## src/rtl/instr_fetch_unit_pkg.sv

```systemverilog
// instr_fetch_unit_pkg: shared state encoding and PC increment for the fetch unit
package instr_fetch_unit_pkg;
  typedef enum logic [1:0] {IDLE = 2'd0, FETCH = 2'd1, HOLD = 2'd2} state_t;
  localparam logic [31:0] PC_INC = 32'd4;
endpackage

```

## src/rtl/instr_fetch_unit_next_pc_sel.sv

```systemverilog
// next_pc_sel: redirect priority jr > jump > branch > sequential, with word alignment
module next_pc_sel (
  input  logic [31:0] pc_plus4,
  input  logic        branch_taken,
  input  logic [31:0] branch_target,
  input  logic        jump,
  input  logic [25:0] jump_index,
  input  logic        jr,
  input  logic [31:0] jr_target,
  output logic [31:0] next_pc,
  output logic        misaligned
);
  // misaligned targets are truncated to a word boundary and flagged
  always_comb begin
    next_pc = jr ? {jr_target[31:2], 2'b00} : jump ? {pc_plus4[31:28], jump_index, 2'b00} :
              branch_taken ? {branch_target[31:2], 2'b00} : pc_plus4;
    misaligned = jr ? |jr_target[1:0] : !jump && branch_taken && |branch_target[1:0];
  end
endmodule

```

## src/rtl/instr_fetch_unit.sv

```systemverilog
// instr_fetch_unit: IDLE/FETCH/HOLD fetch FSM feeding one held instruction to the datapath
module instr_fetch_unit
  import instr_fetch_unit_pkg::*;
#(
  parameter logic [31:0] RESET_PC = 32'h0000_0000
) (
  input  logic        clk,
  input  logic        reset,
  output logic        imem_req,
  output logic [31:0] imem_addr,
  input  logic        imem_ready,
  input  logic [31:0] imem_rdata,
  output logic        instr_valid,
  output logic [31:0] instr,
  output logic [31:0] pc,
  output logic [31:0] pc_plus4,
  input  logic        instr_ack,
  input  logic        branch_taken,
  input  logic [31:0] branch_target,
  input  logic        jump,
  input  logic [25:0] jump_index,
  input  logic        jr,
  input  logic [31:0] jr_target,
  output logic        misalign_err,
  output logic [31:0] fetch_count
);
  state_t state, state_nx;
  logic [31:0] fetch_pc, next_pc;
  logic misaligned, fetch_go, ack_go;

  assign imem_req    = state == FETCH;
  assign instr_valid = state == HOLD;
  assign imem_addr   = fetch_pc;
  assign pc_plus4    = pc + PC_INC;
  assign fetch_go    = imem_req && imem_ready;
  assign ack_go      = instr_valid && instr_ack;

  next_pc_sel u_sel (
    .pc_plus4      (pc_plus4),
    .branch_taken  (branch_taken),
    .branch_target (branch_target),
    .jump          (jump),
    .jump_index    (jump_index),
    .jr            (jr),
    .jr_target     (jr_target),
    .next_pc       (next_pc),
    .misaligned    (misaligned)
  );

  // next state: leave IDLE at once, wait for memory in FETCH, wait for consumer in HOLD
  always_comb begin
    state_nx = state == IDLE ? FETCH : state == FETCH ? (imem_ready ? HOLD : FETCH) :
               (instr_ack ? FETCH : HOLD);
  end

  // state register
  always_ff @(posedge clk or negedge reset) begin
    if (!reset) state <= IDLE;
    else state <= state_nx;
  end

  // capture fetched word on ready, advance PC and count on ack
  always_ff @(posedge clk or negedge reset) begin
    if (!reset) begin
      fetch_pc     <= RESET_PC;
      instr        <= '0;
      pc           <= RESET_PC;
      misalign_err <= 1'b0;
      fetch_count  <= '0;
    end else begin
      misalign_err <= ack_go && misaligned;
      if (fetch_go) begin
        instr <= imem_rdata;
        pc    <= fetch_pc;
      end
      if (ack_go) begin
        fetch_pc    <= next_pc;
        fetch_count <= fetch_count + 32'd1;
      end
    end
  end
endmodule
```

## config.mk

```make
export PLATFORM = sky130hd
export DESIGN_NAME = instr_fetch_unit
export DESIGN_NICKNAME = d
export VERILOG_FILES = /design/src/rtl/instr_fetch_unit_pkg.sv /design/src/rtl/instr_fetch_unit_next_pc_sel.sv /design/src/rtl/instr_fetch_unit.sv
export SDC_FILE = /design/constraint.sdc
export NUM_CORES = 1
export LEC_CHECK = 0
export BUFFER_PORTS_ARGS = -buffer_cell sky130_fd_sc_hd__buf_2
export CAP_MARGIN = 20
export CORE_MARGIN = 1.5
export CORE_UTILIZATION = 45
export CTS_BUF_LIST = sky130_fd_sc_hd__clkbuf_8
export DETAILED_ROUTE_END_ITERATION = 12
export HOLD_SLACK_MARGIN = 0.02
export PLACE_DENSITY = 0.86
export SYNTH_ARGS = -nofsm -noshare
export SYNTH_HDL_FRONTEND = slang
export SYNTH_HIERARCHICAL = 1
export SYNTH_SLANG_ARGS = --single-unit
export TNS_END_PERCENT = 100
```

## constraint.sdc

```tcl
create_clock -name clk -period 2.16 [get_ports clk]
set_input_delay 0.432 -clock clk [delete_from_list [all_inputs] [get_ports clk]]
set_output_delay 0.432 -clock clk [all_outputs]
set_load 0.01 [all_outputs]
```

[Word-level counts from Yosys, hierarchy flattened]
Index checks and enable logic that the tools add are counted.
Word-level totals
  flip-flop bits (word level): 131
  input port bits: 129
  output and inout port bits: 163
  logic and storage cells: 27
Operators by class
  $add $sub $neg: 2
  eq/ne operators: 2
  muxes and demuxes: 8
  reduce and logical (&&, ||, !) cells: 9
Operators with widths (count)
  $mux 32: 3
  $add 32x1->32 const B: 1
  $add 32x3->32 const B: 1
  $mux 2: 4
  $logic_and 1x1->1: 5
  $reduce_or 2->1: 2
  $eq 2x1->1 const B: 1
  $eq 2x2->1 const B: 1
  $logic_not 2->1: 1
  $logic_not 1->1: 1
  $mux 1: 1

[Depth between registers and ports, before layout]
  depth in word-level cells: 5
  depth in mapped cells: 9
  mapped depth without buffers: 8

[By module]
Netlist, hierarchy kept.
By module, submodules not included
  instr_fetch_unit: instances 1, cells each 508, area an instance 5756.8 um2, seq. area each 3278.1 um2
  next_pc_sel: instances 1, cells each 143, area an instance 1199.9 um2, seq. area each 0.0 um2

[Worst setup path after synthesis]
OpenSTA, ideal clock, no wires.
  path type: register -> register
  start: register pc[8]
  end: register fetch_pc[29], in the netlist imem_addr[29]
  setup time: 0.065 ns
  arrival: 2.259 ns
  required time: 2.095 ns
  setup slack: -0.164 ns
  cell stages (with the launch flop): 10
  buffers on the path: 1
  period minus slack after synthesis: 2.324 ns
  path through: dfrtp_1 nand4_1 nor4_1 buf_2 nand4_1 xnor2_1 inv_1 o311ai_0 nand2_1 nand2_1
Between the ends
  longest elaborated chain between the ends: 4
Ends and longest elaborated chain
  from (decl): RTL line instr_fetch_unit.sv:15  | output logic [31:0] pc,
  from (signal assigned): RTL line instr_fetch_unit.sv:74  | pc <= fetch_pc;
  $add 32x3->32 *: RTL line instr_fetch_unit.sv:34  | assign pc_plus4 = pc + PC_INC;
  net pc_plus4[29]: RTL line instr_fetch_unit.sv:16  | output logic [31:0] pc_plus4,
  $mux 32: RTL line instr_fetch_unit_next_pc_sel.sv:16  | branch_taken ? {branch_target[31:2], 2'b00} : pc_plus4;
  $mux 32 * (2 in a row): RTL line instr_fetch_unit_next_pc_sel.sv:15  | next_pc = jr ? {jr_target[31:2], 2'b00} : jump ? {pc_plus4[31:28], jump_index, 2'b00} :
  net next_pc[29]: RTL line instr_fetch_unit.sv:28  | logic [31:0] fetch_pc, next_pc;
  to (signal assigned): RTL line instr_fetch_unit.sv:77  | fetch_pc <= next_pc;
  to (decl): RTL line instr_fetch_unit.sv:28
The timed path passes the listed nets; every way through them passes the cells marked *.
A chain may end at the register's enable or synchronous reset.

[Worst setup path in the final report]
  start: register pc[4]
  end: output port pc_plus4[17]
Between the ends
  longest elaborated chain between the ends: 1
Ends and longest elaborated chain (RTL line)
  $add 32x3->32: instr_fetch_unit.sv:34
  to (decl): instr_fetch_unit.sv:16
No other way between the ends.

==> results.yml <==
run_status:
  outcome: "finished, violations left"
  violations: "setup timing"
worst_setup_path:
  worstSetupPathType: "reg -> out"
  path_cells: "nand4_1 > buf_4 > nor4_4 > buf_4 > nand3_2 > xnor2_2 > buf_2"
  cp_common_cell: "buf_4"
  regToRegStartpoint: "pc[5]"
  cp_data_required_time_ns: 1.73
  critical_path.max_stage_delay_ns: 0.39
  r2r_slack_ns: 0.10
  critPathLaunchType: "register"
  cp-end-kind: "output pin"
  cp-startpoint: "pc[4]"
  arrival_ns: 2.05
  path_max_fanout: 3
  worst_path_max_delay_cell: "dfrtp_1"
worst_hold_path:
  worstHoldStart: "imem_rdata[6]"
  hold_path_class: "in -> reg"
synthesis:
  synth_ff_type: "dfrtp_1"
  syn_area_mm2: 0.006957
  synth.avg_cell_area_um2: 10.69
  yosysMostFrequentCell: "dfrtp_1"
  syn_nets: 782
  synth_seq_cells: 131
  synth-warning-count: 6
  synth_cells: 651
  synth-edff-count: 0
  async_flop_share_pct: 100.0
  synth_top_cell_by_area: "dfrtp_1"
  ys_seq_area_share_pct: 47.12
  netlist_top_cells_count: "dfrtp_1, nand2_1, mux2_2"
  synthTopCellsByArea: "dfrtp_1, mux2_2, nand2_1"
  yosysUniqueCellTypes: 43
  synth_top_area_share_pct: 47.12
sta:
  setup_viol: 23
  fmax_ghz: 0.4032
  fin_crit_sh_pct: 114.8
  min_period_ns: 2.480
  rsz0062_at_grt: "yes"
  slew_headroom_pct: 28.53
  hold_violations: 0
  final_max_slew_viol_count: 0
  fin_skew_ns: 0.01605
  setup_slack_ns: -0.3203
  worst_slew_pin_slew_ns: 1.069
cts:
  ctsHtreeMaxLevel: 4
  clock_sinks: 131
  clk_pin_slew_ns: 0.08
  cts-root-buf: "clkbuf_8"
  cts_tree: "done"
  clock_latency_ns: 0.44
  cts_buffers: 17
  clk_path_buf_depth: 2
finish:
  final_util_pct: 63.82
  area_delta_synth_final_pct: 38.96
  layout.nets: 1107
  n_fill_cell: 1168
  diodes: 0
  drive_gt1_share_pct: 51.67
detailed_routing:
  drt_pre_antenna_iters: 6
  ant_nets: 0
  drt-wirelength-per-cell_um: 18.41
  vias: 6340
  drt_iter0_markers: 363
  drc: 0
  routed_wirelength_um: 21670
  viasPerCell: 5.387
power:
  ir_drop_uv: 792.4
  power_uw: 11270
  cellLeakagePower_uw: 0.004997
  p_per_area_mw_per_mm2: 1166
floorplan:
  num_rows: 45
  die_y_um: 127.3
  die_w_um: 127.3
  die_area_mm2: 0.01621
  start_util_pct: 45.93
  core_area_mm2: 0.01515
  ios: 292
placement:
  gp_congestion: 0.8245
  port_buffers: 291
  dp_hpwl_um: 14920
  place_ws_ns: 0.07858
grt:
  grt_max_degree: 72
  grt-ovfl-total: 0
  grt_pass1_wl_um: 32840
  grt_usage_pct: 26.35
  grt_pass1_vias: 6286
  antenna_found_initial: 1
flow_run:
  drv_cap: 0
## worst max-delay path: cells and delay by family (launching register included)
family / cells / cell delay, ns
xor gates and xnor gates: 1 / 0.18
and+or+nand+nor: 3 / 0.48
DFF: 1 / 0.39
buffers and inverters: 3 / 0.55
## final cells by class
cell class	count	area, µm²	area share (%)
inverter	21	81.33	0.8413
tap	188	235.2	2.433
sequential	131	3278	33.91
multi-input combinational	464	3737	38.66
clock inverter	13	157.7	1.631
timing repair buffer	341	1916	19.82
clock buffer	19	261.5	2.705
## power by group
group / switching, µW / internal [µW]
clock network: 1000 / 1200
logic: 2620 / 2410
registers: 702 / 3330
total: 4330 / 6940
## layer usage
layer,vias to the layer above,track usage [%],routed length (µm)
met5,-,0,13
met4,2,8.489,371
met3,29,6.449,1510
met2,301,45.12,11080
met1,3109,32.83,8694
li1,2899,-,-
## metrics by stage
step | setup TNS, ns | cells | hold WS (ns) | cell area, µm²
6_report | -5.201 | 1177 | 0.2143 | 9667
5_1_grt | -8.202 | 1177 | 0.1876 | 9667
4_1_cts | -4.779 | 1173 | 0.1871 | 9535
3_5_place_dp | 0 | 1129 | 0.4480 | 8793
3_3_place_gp | 0 | 1129 | 0.4482 | 8793
2_1_floorplan | 0 | 651 | 0.1364 | 6985
## repair_timing
item                                    in CTS  in global routing
endpoints found under the setup margin      24                 28
buffers inserted                            10                  5
pin swaps                                   18                 12
gates resized for setup                     42                 19
hold buffers                                 1                  0
gates cloned                                 1                  0
endpoints found under the hold margin      131                  0
## registers in the layout, indices dropped and copies added (netlist names)
signal	flops
state	2
pc	32
instr	32
misalign_err	1
fetch_count	32
imem_addr	32
## cell usage in the layout, fill, tap and decap left out, drive strengths merged, types with 23 or more instances in the layout
master,synthesis,final
nand2,122,122
xor2,24,24
dfrtp,131,131
inv,21,23
mux2i,26,26
nor3b,26,26
a211oi,26,26
mux2,64,64
buf,14,340
xnor2,35,35
nor2b,28,28
## worst paths after layout
path                                    to  cells past startpoint
max in group asynchronous           pc[28]                      3
min in group asynchronous  fetch_count[24]                      3
min reg2reg                fetch_count[31]                      1
max reg2reg                  imem_addr[30]                      9
min                               instr[6]                      2
max                           pc_plus4[17]                      7
## logic make-up after synthesis
logic type	synth area share, %
and+or+nand+nor	21.85
DFF	47.12
muxes	14.10
xor gates and xnor gates	7.428
buffers and inverters	4.155
AOI/OAI and AO/OA	4.982
adders and majority gates	0.3597
Note: power is estimated with default switching activity, not from simulation.
